$ cat src/rtl/dmem_pkg.sv
// Shared types and defaults for the data-memory request controller.
package dmem_pkg;

    localparam int unsigned WORD_DEF = 32;
    localparam int unsigned ADDR_DEF = 16;

    function automatic int unsigned be_width(input int unsigned word);
        return word / 8;
    endfunction

    localparam int unsigned BE_W_DEF = be_width(WORD_DEF);
    localparam logic [BE_W_DEF-1:0] BE_FULL = '1;

    typedef enum logic [1:0] {
        IDLE,
        RD_WAIT,
        MERGE
    } state_t;

endpackage

$ cat src/rtl/byte_merge.sv
// Combinational byte-lane merge: strobed bytes come from new_word, the rest from old_word.
module byte_merge
    import dmem_pkg::*;
#(
    parameter  int unsigned WORD = WORD_DEF,
    localparam int unsigned BE_W = WORD / 8
) (
    input  logic [WORD-1:0] old_word,
    input  logic [WORD-1:0] new_word,
    input  logic [BE_W-1:0] be,
    output logic [WORD-1:0] merged
);

    always_comb begin
        merged = old_word;
        for (int unsigned i = 0; i < BE_W; i++) begin
            if (be[i]) begin
                merged[8*i +: 8] = new_word[8*i +: 8];
            end
        end
    end

endmodule

$ cat src/rtl/dmem_rmw_ctrl.sv
// Load/store front end for a single-port memory without byte enables;
// partial stores are turned into a read followed by a merged write.
module dmem_rmw_ctrl
    import dmem_pkg::*;
#(
    parameter  int unsigned WORD = WORD_DEF,
    parameter  int unsigned ADDR = ADDR_DEF,
    localparam int unsigned BE_W = WORD / 8
) (
    input  logic            clk,
    input  logic            rst,
    input  logic            req_valid,
    output logic            req_ready,
    input  logic            req_we,
    input  logic [BE_W-1:0] req_be,
    input  logic [ADDR-1:0] req_addr,
    input  logic [WORD-1:0] req_wdata,
    output logic            rsp_valid,
    output logic [WORD-1:0] rsp_rdata,
    output logic [ADDR-1:0] mem_A,
    output logic            mem_W,
    output logic [WORD-1:0] mem_D,
    input  logic [WORD-1:0] mem_Q
);

    state_t          state;
    logic [ADDR-1:0] lat_addr;
    logic [BE_W-1:0] lat_be;
    logic [WORD-1:0] lat_wdata;
    logic [WORD-1:0] merged;
    logic            accept;
    logic            is_full;
    logic            is_partial;

    assign accept     = req_valid && req_ready;
    assign is_full    = &req_be;
    assign is_partial = (|req_be) && !is_full;

    byte_merge #(.WORD(WORD)) u_byte_merge (
        .old_word (mem_Q),
        .new_word (lat_wdata),
        .be       (lat_be),
        .merged   (merged)
    );

    // Outputs are gated by rst directly so a reset landing in MERGE never writes.
    always_comb begin
        req_ready = 1'b0;
        rsp_valid = 1'b0;
        rsp_rdata = '0;
        mem_A     = req_addr;
        mem_D     = req_wdata;
        mem_W     = 1'b0;
        if (!rst) begin
            case (state)
                IDLE, RD_WAIT: begin
                    req_ready = 1'b1;
                    mem_W     = req_valid && req_we && is_full;
                    if (state == RD_WAIT) begin
                        rsp_valid = 1'b1;
                        rsp_rdata = mem_Q;
                    end
                end
                MERGE: begin
                    mem_A = lat_addr;
                    mem_D = merged;
                    mem_W = 1'b1;
                end
                default: ;
            endcase
        end
    end

    always_ff @(posedge clk) begin
        if (rst) begin
            state <= IDLE;
        end else begin
            case (state)
                IDLE, RD_WAIT: begin
                    state <= IDLE;
                    if (accept) begin
                        if (!req_we) begin
                            state <= RD_WAIT;
                        end else if (is_partial) begin
                            state     <= MERGE;
                            lat_addr  <= req_addr;
                            lat_be    <= req_be;
                            lat_wdata <= req_wdata;
                        end
                    end
                end
                MERGE:   state <= IDLE;
                default: state <= IDLE;
            endcase
        end
    end

endmodule

$ cat config.mk
export PLATFORM = sky130hd
export DESIGN_NAME = dmem_rmw_ctrl
export DESIGN_NICKNAME = d
export VERILOG_FILES = /design/src/rtl/dmem_pkg.sv /design/src/rtl/byte_merge.sv /design/src/rtl/dmem_rmw_ctrl.sv
export SDC_FILE = /design/constraint.sdc
export NUM_CORES = 1
export LEC_CHECK = 0
export CAP_MARGIN = 15
export CORE_MARGIN = 4
export CORE_UTILIZATION = 38
export CTS_CLUSTER_DIAMETER = 150
export DETAILED_ROUTE_END_ITERATION = 16
export PLACE_DENSITY = 0.9
export RECOVER_POWER = 100
export SLEW_MARGIN = 20
export SYNTH_ARGS = -nofsm -noshare
export SYNTH_HDL_FRONTEND = slang
export SYNTH_SLANG_ARGS = --single-unit
$ cat constraint.sdc
create_clock -name clk -period 8.55 [get_ports clk]
set_input_delay 1.2825 -clock clk [delete_from_list [all_inputs] [get_ports clk]]
set_output_delay 1.2825 -clock clk [all_outputs]
set_load 0.05 [all_outputs]
Yosys cells after proc, flatten, opt, wreduce, memory -nomap -nowiden:

Index checks and enable logic that the tools add are counted.

* bits in registers: 54
* input bits: 88
* output and inout bits: 83
* logic and storage cells: 43

* eq/ne operators: 2
* multiplexer cells: 20
* bitwise gates (word level): 4
* reduce and logical (&&, ||, !) cells: 12

Operator list (count)
* 32-bit two-way mux: 5
* 16-bit two-way mux: 2
* 8-bit two-way mux: 4
* 4-bit OR reduction: 2
* 1-bit two-way mux: 7
* 5-bit AND reduction: 1
* 1-bit logical AND: 4
* 1-bit NOT: 4
* 4-bit AND reduction: 1
* 3-bit OR reduction: 1
* 2-bit by 1-bit == test with 1-bit output (second input constant): 1
* 2-bit == test (second input constant): 1
* 2-bit zero test: 1
* 2-bit two-way mux: 1
* 1-bit case mux with 2 select lines: 1
* 2-bit OR reduction: 1
* 1-bit zero test: 1

Depth between registers and ports, before layout:

Gate-level depths: netlist of run 1.

* word-level depth: 7
* gate-level depth with buffers: 4
* gate-level depth less buffers: 2

Hierarchy:

From an unflattened synthesis of run 1, not the netlist that was laid out.

* cell total of the unflattened synthesis: 188
* area total of the unflattened synthesis: 2991.6 sq um

By module, submodules not included
* dmem_rmw_ctrl: instances 1, cells an instance 152, area an instance 2466.1 sq um, seq. area each 1601.5 sq um
* byte_merge: instances 1, cells an instance 36, area an instance 525.5 sq um, seq. area each 0.0 sq um

Least setup slack after synthesis of run 1:

OpenSTA, ideal clock, no wires.

* path type: input to register
* start: in rst
* end: reg lat_addr[0], enable pin
* arrival: 7445 ps
* setup slack: 495 ps
* cell stages on the path: 2
* buffers on the path: 0
* cell sequence: nor2_1 > nor4b_1

* word-level cells in the longest chain between the ends: 3
* elaborated cells on any way between the ends: 4
* those cells by class: mux: 1; bitwise: 1; reduce/logical: 2

Ends and longest elaborated chain
* start, declared: line dmem_rmw_ctrl.sv:11 `input logic rst,`
* 1-bit two-way mux: line dmem_rmw_ctrl.sv:54 `if (!rst) begin`
* 1-bit logical AND: line dmem_rmw_ctrl.sv:35 `assign accept = req_valid && req_ready;`
* 5-bit AND reduction (no source line) (*)
* end signal, assigned: line dmem_rmw_ctrl.sv:86 `lat_addr <= req_addr;`
* end, declared: line dmem_rmw_ctrl.sv:27 `logic [ADDR-1:0] lat_addr;`

Mark *: on every way between the ends. The rest lies on a longest branch, timed or not.
A chain may end at the register's enable or synchronous reset.

Worst setup path in the final report of run 1:

* start: in rst
* end: out mem_D[2]

* word-level cells in the longest chain between the ends: 1

Ends and longest elaborated chain
* 32-bit two-way mux: line dmem_rmw_ctrl.sv:54
* end, declared: line dmem_rmw_ctrl.sv:22 `output logic [WORD-1:0] mem_D,`

No other way between the ends.

==> metrics, run 1 <==
largest delay contributor family on the critical path=buffers and inverters; router iterations before antenna repair=4; power density over the cells=128 mW/mm^2; total CTS buffers=5; Critical Path RT=7270 ps; CP Buf/Inv Count=3; worst clock skew=5.73 ps; source-to-sink clock delay at the later pin of the worst-skew pair=300 ps; first-iteration detailed-routing DRC count=42; final hold violations=0; overall track demand over capacity in global routing=17.0%; predominant post-synthesis flop cell=edfxtp_1; arrival time of the worst setup path=5260 ps; maximum capacitance violations=2; count of flip-flops with a built-in enable after synthesis=52; post-CTS sizing=0; headroom to the max-slew limit=-24.2%; count of distinct cell types in the synthesized netlist=16; element type at the critical path start=primary input; commonest non-fill, non-tap cell in the layout=dlygate4sd3_1; antenna diode instance count=0; Setup TNS Final=0 ps; P_leak=1.74 nW; die extent in x=94.5 um; Starting Density=39.2%; cell with the largest stage delay on the worst path=clkbuf_1; post-synthesis sequential area ratio=56.4%; final net count=445; routed wire length per instance=16.8 um; Post CTS Setup Buffer Count=0; dpl hpwl=6.10 mm; critical path capture point type=primary output; critical path cell sequence=dlygate4sd3_1 > nor3b_4 > clkbuf_1 > mux2_2 > dlygate4sd3_1; Max Clk Rate=153 MHz; GRT Residual Overflow=0; Worst VDD drop=0.0707 mV; synthesis-stage register bit count=54; area of the placeable core=0.00725 mm^2; synthesized instance count=188; leading cell types in the layout, fill and taps excluded=133 x dlygate4sd3_1, 80 x mux2_2, 52 x edfxtp_1; routed vias=2211; warnings from Yosys=0; final critical-path required period=6540 ps; post-CTS clock slew at the launch and capture registers of the worst setup and hold paths=80 ps; # rows=31; clock root buffer=clkbuf_8; Top-Level Pins=171; Post-Synthesis Net Count=276; number of antenna violations at the first check in global routing=0; instance count after placement with tap cells included=449; vias per cell=4.84; CTS tree=built; gp weighted congestion=0.735; Clock Tree Buf Depth=2; area overhead of the layout relative to synthesis=65.8%; remaining antenna violation count=0; type of the worst setup path=primary input to primary output; delay of the slowest critical-path stage=1340 ps; maximum net fanout on the critical path=32; die outline height=94.5 um; global-route wire length before repair=11.8 mm; post-route fraction of the period consumed by the critical path=76.5%; Worst Max-Slew Pin Slew=1860 ps; unrepaired setup endpoints after global routing=false; ratio of cells with drive above 1 in the final layout=24.3%; sinks on the clock net=54; syn_area_per_cell=15.1 um^2; number of global-route vias before repair=2374; number of inserted filler cells in the final layout=578; Total Routed Length=7.67 mm; Final setup violation count=0; outcome=finished, violations left; violated checks=max-capacitance violations, max-slew violations; number of H-tree levels=2; mapped cell area=0.00284 mm^2; total of buffers placed on input and output ports=170; DRC violations left=0; Hold/Removal Path Class=register to register; overall die area=0.00892 mm^2; number of cells in the finished layout apart from fillers=457; # hold bufs at CTS=0; maximum number of pins on one net before global-route repair=35; Most Frequent Cell on Critical Path=dlygate4sd3_1; share of async-settable or async-resettable flops after synthesis=0%; Final Max Tran Viols=68
cell families after synthesis:
| family | count (synthesis) | share of synthesized area (%) |
|---|---|---|
| AOI/OAI and AO/OA | 1 | 0.352 |
| buffers and inverters | 12 | 2.11 |
| DFF | 54 | 56.4 |
| muxes | 80 | 31.7 |
| and+or+nand+nor | 41 | 9.47 |
synth_stat cells (2+ instances only):
| cell | count | area (um^2) |
|---|---|---|
| dfxtp_1 | 2 | 40.0 |
| edfxtp_1 | 52 | 1560 |
| clkbuf_1 | 7 | 26.3 |
| buf_2 | 3 | 15.0 |
| nor4b_1 | 3 | 26.3 |
| and2_1 | 32 | 200 |
| mux2_2 | 80 | 901 |
stage by stage:
| stage | area (um^2) | setup WS, ps | hold slack [ps] | utilization [%] | power [mW] |
|---|---|---|---|---|---|
| after floorplan | 2840 | 495 | 432 | - | 0.405 |
| after global placement | 4650 | 3110 | 489 | 64.2 | 0.485 |
| after detailed placement | 4650 | 3050 | 502 | 64.2 | 0.488 |
| after CTS | 4730 | 3050 | 526 | 65.3 | 0.624 |
| after global routing | 4710 | 1710 | 527 | 65.0 | 0.629 |
| final | 4710 | 2010 | 497 | 65.0 | 0.604 |
final cells by class:
type	instances	area [um^2]	area share, %
multi-input cells	122	1190	25.2
well taps	99	124	2.63
clock buffers	8	80.1	1.70
flip-flops and latches	54	1600	34.0
repair buffers	174	1720	36.5
worst paths after layout:
| check | from | endpoint | slack [ps] | depth (start not counted) |
|---|---|---|---|---|
| setup / recovery | rst | mem_D[2] | 2010 | 5 |
| hold / removal | state[1]$_SDFF_PP0_ | state[0]$_SDFF_PP0_ | 500 | 1 |
| setup reg to reg | state[1]$_SDFF_PP0_ | lat_wdata[29]$_DFFE_PP_ | 5830 | 3 |
| hold reg to reg | state[1]$_SDFF_PP0_ | state[0]$_SDFF_PP0_ | 500 | 1 |
worst register-to-register path, cell delays in order (launching register included):
cell,delay (ps)
dfxtp_1,340
nor2_1,200
nor4b_1,370
clkbuf_1,1390
per-layer routing:
| metal | track usage, % | up-vias | share of wire [%] |
|---|---|---|---|
| met3 | 6.14 | 6 | 9.7 |
| met2 | 31.3 | 104 | 52 |
| met1 | 18.8 | 1052 | 37 |
| met5 | 0 | - | 0 |
| met4 | 3.25 | 0 | 0.73 |
| li1 | - | 1049 | - |
sequential cells by signal, summed over array words and instances, names as in the netlist:
| name | count |
|---|---|
| lat_addr | 16 |
| lat_wdata | 32 |
| state | 2 |
| lat_be | 4 |
power by group:
group	internal (mW)	total, mW	switching [mW]
Combinational	0.0731	0.167	0.0936
Clock	0.0584	0.135	0.0764
Sequential	0.299	0.302	0.00326
Total	0.430	0.604	0.173
Power figures use the tool's default switching activity.
==> run 2, diff against run 1 <==
Clock period 8.55 ns to 6.1 ns, I/O delays scaled along.
==> run 2 against run 1 <==
Net effect: the flow finishes with violations (max-capacitance violations); die area did not move; worst hold slack improved by 23 ps; total power rose by 42%; clock power rose by 46%; clock skew rose by 0.98 ps; non-clock buffer count did not move; sequential cell count did not move; combinational power rose by 40%; wire length fell by 0.95%.
==> metrics, run 2 (synthesis gave the netlist of run 1 again) <==
headroom to the max-slew limit=0.139% (+24 points); Setup TNS Final=0 ps (unchanged); routed wire length per instance=16.6 um (-0.95%); DP Area=0.00466 mm^2 (+0.19%); routed vias=2183 (-1.3%); sinks on the clock net=54 (unchanged); post-route fraction of the period consumed by the critical path=79.7%; largest registers=lat_wdata: 32 flops, lat_addr: 16 flops, lat_be: 4 flops; type of the worst setup path=primary input to primary output; violated checks=max-capacitance violations; number of H-tree levels=2 (unchanged); P_leak=1.76 nW (+0.80%); number of antenna violations at the first check in global routing=1 (+1); GRT Residual Overflow=0 (unchanged); # hold bufs at CTS=0 (unchanged); outcome=finished, violations left; power density over the cells=181 mW/mm^2 (+41%); post-CTS sizing=0 (unchanged); overall die area=0.00892 mm^2 (unchanged); gp weighted congestion=0.754 (+2.6%); unrepaired setup endpoints after global routing=false; maximum number of pins on one net before global-route repair=50 (+43%); post-CTS clock slew at the launch and capture registers of the worst setup and hold paths=90 ps (about the same); dpl hpwl=5.92 mm (-3.0%); remaining antenna violation count=0 (unchanged); flip-flop count of the largest register after layout=32 (unchanged); vias per cell=4.78 (-1.3%); die outline height=94.5 um (unchanged); die extent in x=94.5 um (unchanged); overall power consumption=0.854 mW (+42%); commonest non-fill, non-tap cell in the layout=dlygate4sd3_1; # rows=31 (unchanged); area overhead of the layout relative to synthesis=66.4%; Clock Tree Buf Depth=2 (unchanged); Hold/Removal Path Class=register to register; Starting Density=39.2% (unchanged); Total Routed Length=7.60 mm (-0.95%); post-route design area=0.00473 mm^2 (+0.32%); clock root buffer=clkbuf_8; CTS tree=built; final net count=445 (unchanged); Critical Path RT=5180 ps (-2090 ps); source-to-sink clock delay at the later pin of the worst-skew pair=300 ps (about the same); Largest Register=lat_wdata; Worst Max-Slew Pin Slew=1500 ps (-364 ps); area of the placeable core=0.00725 mm^2 (unchanged); Top-Level Pins=171 (unchanged); DRC violations left=0 (unchanged); Final setup violation count=0 (unchanged); router iterations before antenna repair=4 (unchanged); total CTS buffers=5 (unchanged); overall track demand over capacity in global routing=16.7% (-0.23 points); final critical-path required period=4860 ps; element type at the critical path start=primary input; global-route wire length before repair=11.7 mm (-0.65%); critical path capture point type=primary output; Post CTS Setup Buffer Count=0 (unchanged); maximum net fanout on the critical path=49 (+53%); total of buffers placed on input and output ports=170 (unchanged); maximum capacitance violations=1 (-1); worst clock skew=6.71 ps (+0.982 ps); leading cell types in the layout, fill and taps excluded=135 x dlygate4sd3_1, 80 x mux2_2, 52 x edfxtp_1; Max Clk Rate=206 MHz; post-route worst hold slack=521 ps (+23.5 ps); Final Max Tran Viols=0 (-100%); Layout Utilization=65.2% (+0.21 points); ratio of cells with drive above 1 in the final layout=25.2% (+0.91 points); arrival time of the worst setup path=3950 ps (-1310 ps); Worst VDD drop=0.114 mV (+61%); number of global-route vias before repair=2404 (+1.3%); first-iteration detailed-routing DRC count=60 (+43%); final hold violations=0 (unchanged)
run 2: report_power, final:
part / total (mW) / internal, mW / switching, mW
Sequential: 0.423 / 0.419 / 0.00465
Combinational: 0.233 / 0.102 / 0.131
Clock: 0.197 / 0.0904 / 0.107
Total: 0.854 / 0.611 / 0.243
run 2: worst max-delay path, cell delays in order:
cell           delay (ps)
dlygate4sd3_1         630
nor3b_4               190
clkbuf_2              970
mux2_2                340
dlygate4sd3_1         880
run 2: path summary, 6_finish.rpt:
kind | from | endpoint | slack (ps) | cells past startpoint
hold / removal | state[1]$_SDFF_PP0_ | state[0]$_SDFF_PP0_ | 520 | 1
setup / recovery | rst | mem_D[18] | 1240 | 5
hold reg to reg | state[1]$_SDFF_PP0_ | state[0]$_SDFF_PP0_ | 520 | 1
setup reg to reg | state[1]$_SDFF_PP0_ | lat_wdata[21]$_DFFE_PP_ | 3640 | 3
run 2: final cells by class:
type / instances / area (um^2)
Fill cell: 559 / 2530
Sequential cell: 54 / 1600
Antenna cell: 1 / 2.50
Tap cell: 99 / 124
Clock buffer: 7 / 86.3
Timing Repair Buffer: 174 / 1720
Multi-Input combinational cell: 122 / 1190
run 2: through the flow:
step,setup slack [ps],instances
after floorplan,959,188
after global placement,1900,449
after detailed placement,1830,449
after CTS,1830,456
after global routing,1100,457
final,1240,457
run 2: routing by layer:
metal  GRT usage (%)  vias up  part of all wire, %
met5               0        -                    0
met4            3.73        0                 0.89
met3            4.86        6                  8.3
met2            31.0       96                   53
met1            18.9     1036                   38
li1                -     1045                    -
==> run 3, diff against run 2 <==
Clock period 6.1 ns to 4.5 ns, I/O delays scaled along.
==> run 3 against run 2 <==
Net effect: the run ends with max-capacitance violations, max-slew violations left; worst hold slack lost 3.7 ps; wire length up 0.84%; count of clock-buffer cells in the layout decreased by 1; sequential share of layout area decreased by 0.072 points; via count rose by 0.41%; clock power increased by 30%; sequential cell count did not move; cell area grew 0.21%; first-iteration DRC count grew 5.0%; global-route usage rose by 0.34 points; total power up 34%; register-to-register slack worse by 1900 ps; largest cell class unchanged.
==> metrics, run 3 (synthesis gave the netlist of run 1 again) <==
Total Routed Length=7.66 mm (+0.84%); final critical-path required period=3860 ps; maximum capacitance violations=1 (unchanged); share of total power in combinational logic=27.6% (+0.3 points); Post CTS Setup Buffer Count=0 (unchanged); first-iteration detailed-routing DRC count=63 (+5.0%); Worst Setup EP=rsp_rdata[7]; post-CTS sizing=0 (unchanged); clock root buffer=clkbuf_8; Final setup violation count=0 (unchanged); largest registers=lat_wdata: 32 flops, lat_addr: 16 flops, lat_be: 4 flops; Critical Path Start=rst; post-route fraction of the period consumed by the critical path=85.8%; worst clock skew=3.86 ps (-2.85 ps); Worst VDD drop=0.181 mV (+59%); leading cell types in the layout, fill and taps excluded=135 x dlygate4sd3_1, 80 x mux2_2, 52 x edfxtp_1; power density over the cells=242 mW/mm^2 (+34%); number of H-tree levels=2 (unchanged); critical path capture point type=primary output; number of antenna violations at the first check in global routing=0 (-1); internal power summed over all cells=0.814 mW (+33%); worst reg2reg endpoint=lat_wdata[17]$_DFFE_PP_; vias per cell=4.78 (about the same); number of cells in the finished layout apart from fillers=459 (+0.44%); antenna diode instance count=0 (-1); Max Clk Rate=259 MHz; flip-flop count of the largest register after layout=32 (unchanged); source-to-sink clock delay at the later pin of the worst-skew pair=300 ps (about the same); Crit Reg-Reg Startpoint=state[1]$_SDFF_PP0_; commonest non-fill, non-tap cell in the layout=dlygate4sd3_1; global-route wire length before repair=11.9 mm (+2.0%); number of inserted filler cells in the final layout=568 (+1.6%); Min-Delay Startpoint=state[1]$_SDFF_PP0_; # hold bufs at CTS=0 (unchanged); dpl hpwl=6.10 mm (+3.2%); die extent in x=94.5 um (unchanged); Clock Tree Buf Depth=2 (unchanged); final net count=447 (+0.45%); Final Max Tran Viols=33 (+33); Critical Path RT=3830 ps (-1350 ps); instance count along the most critical hold path=1 (unchanged); P_leak=1.77 nW (+0.56%); worst reg2reg path depth=3 (unchanged); relative contribution of the clock network to total power=22.3% (-0.8 points); DP Area=0.00468 mm^2 (+0.32%); post-route design area=0.00474 mm^2 (+0.21%); instance count after placement with tap cells included=451 (+0.45%); area used by multi-input combinational logic=0.00119 mm^2 (unchanged); unrepaired setup endpoints after global routing=false; routed wire length per instance=16.7 um (+0.40%); DRC violations left=0 (unchanged); Setup TNS Final=0 ps (unchanged); register-to-register setup slack=1790 ps (-1850 ps); Starting Density=39.2% (unchanged); # rows=31 (unchanged); final hold violations=0 (unchanged); remaining antenna violation count=0 (unchanged); reported net switching power=0.333 mW (+37%); CTS tree=built; total of buffers placed on input and output ports=170 (unchanged); outcome=finished, violations left; element type at the critical path start=primary input; overall die area=0.00892 mm^2 (unchanged); gp weighted congestion=0.692 (-8.2%); sinks on the clock net=54 (unchanged); arrival time of the worst setup path=3190 ps (-760 ps); maximum net fanout on the critical path=13 (-73%); area of the placeable core=0.00725 mm^2 (unchanged); ratio of cells with drive above 1 in the final layout=25.6% (+0.35 points); number of global-route vias before repair=2398 (-0.25%); die outline height=94.5 um (unchanged); Hold/Removal Path Class=register to register; Top-Level Pins=171 (unchanged); router iterations before antenna repair=4 (unchanged); maximum number of pins on one net before global-route repair=33 (-34%); proportion of total power due to net switching=29.0% (+0.62 points); area overhead of the layout relative to synthesis=66.7%; area taken by flip-flops and latches=0.00160 mm^2 (unchanged); Largest Register=lat_wdata; violated checks=max-capacitance violations, max-slew violations; post-CTS clock slew at the launch and capture registers of the worst setup and hold paths=90 ps (about the same); GRT Residual Overflow=0 (unchanged); headroom to the max-slew limit=-17.2% (-17 points); routed vias=2192 (+0.41%); total CTS buffers=5 (unchanged); relative contribution of sequential cells to total power=50.0% (+0.4 points); overall track demand over capacity in global routing=17.1% (+0.34 points); Worst Max-Slew Pin Slew=1760 ps (+260 ps); type of the worst setup path=primary input to primary output
run 3: worst min-delay path by stage:
stage,end,slack (ps)
finish,state[0]$_SDFF_PP0_,520
global placement,state[0]$_SDFF_PP0_,490
global route,state[0]$_SDFF_PP0_,560
CTS,state[0]$_SDFF_PP0_,520
detailed placement,state[0]$_SDFF_PP0_,510
floorplan,state[0]$_SDFF_PP0_,430
run 3: power groups by stage:
stage / Sequential, mW / Combinational, mW / Clock [mW]
after floorplan: 0.582 / 0.186 / 0
after global placement: 0.584 / 0.338 / 0
after detailed placement: 0.585 / 0.344 / 0
after CTS: 0.574 / 0.345 / 0.267
after global routing: 0.576 / 0.334 / 0.287
final: 0.574 / 0.317 / 0.256
run 3: area by class of cell:
type / count / share of cell area (%)
well taps: 99 / 2.61
clock inverters: 2 / 0.185
repair buffers: 176 / 36.7
multi-input cells: 122 / 25.1
flip-flops and latches: 54 / 33.8
clock buffers: 6 / 1.53
run 3: metal layers:
| layer | global-route usage, % | vias up | wire, um |
|---|---|---|---|
| met4 | 4.09 | 0 | 76 |
| li1 | - | 1055 | - |
| met5 | 0 | - | 0 |
| met1 | 18.5 | 1040 | 2800 |
| met2 | 32.4 | 90 | 4140 |
| met3 | 5.10 | 7 | 640 |
run 3: per-stage QoR:
step	worst slack, ps	hold WS (ps)	util [%]	power [mW]
2_1_floorplan	803	432	-	0.768
3_3_place_gp	809	485	64.5	0.923
3_5_place_dp	758	507	64.5	0.929
4_1_cts	753	517	65.6	1.19
5_1_grt	459	562	65.3	1.20
6_report	638	517	65.3	1.15
run 3: critical path, cell delays in order:
cell           delay, ps
dlygate4sd3_1        630
nor3b_2              580
buf_4                270
and2_1               140
dlygate4sd3_1        890
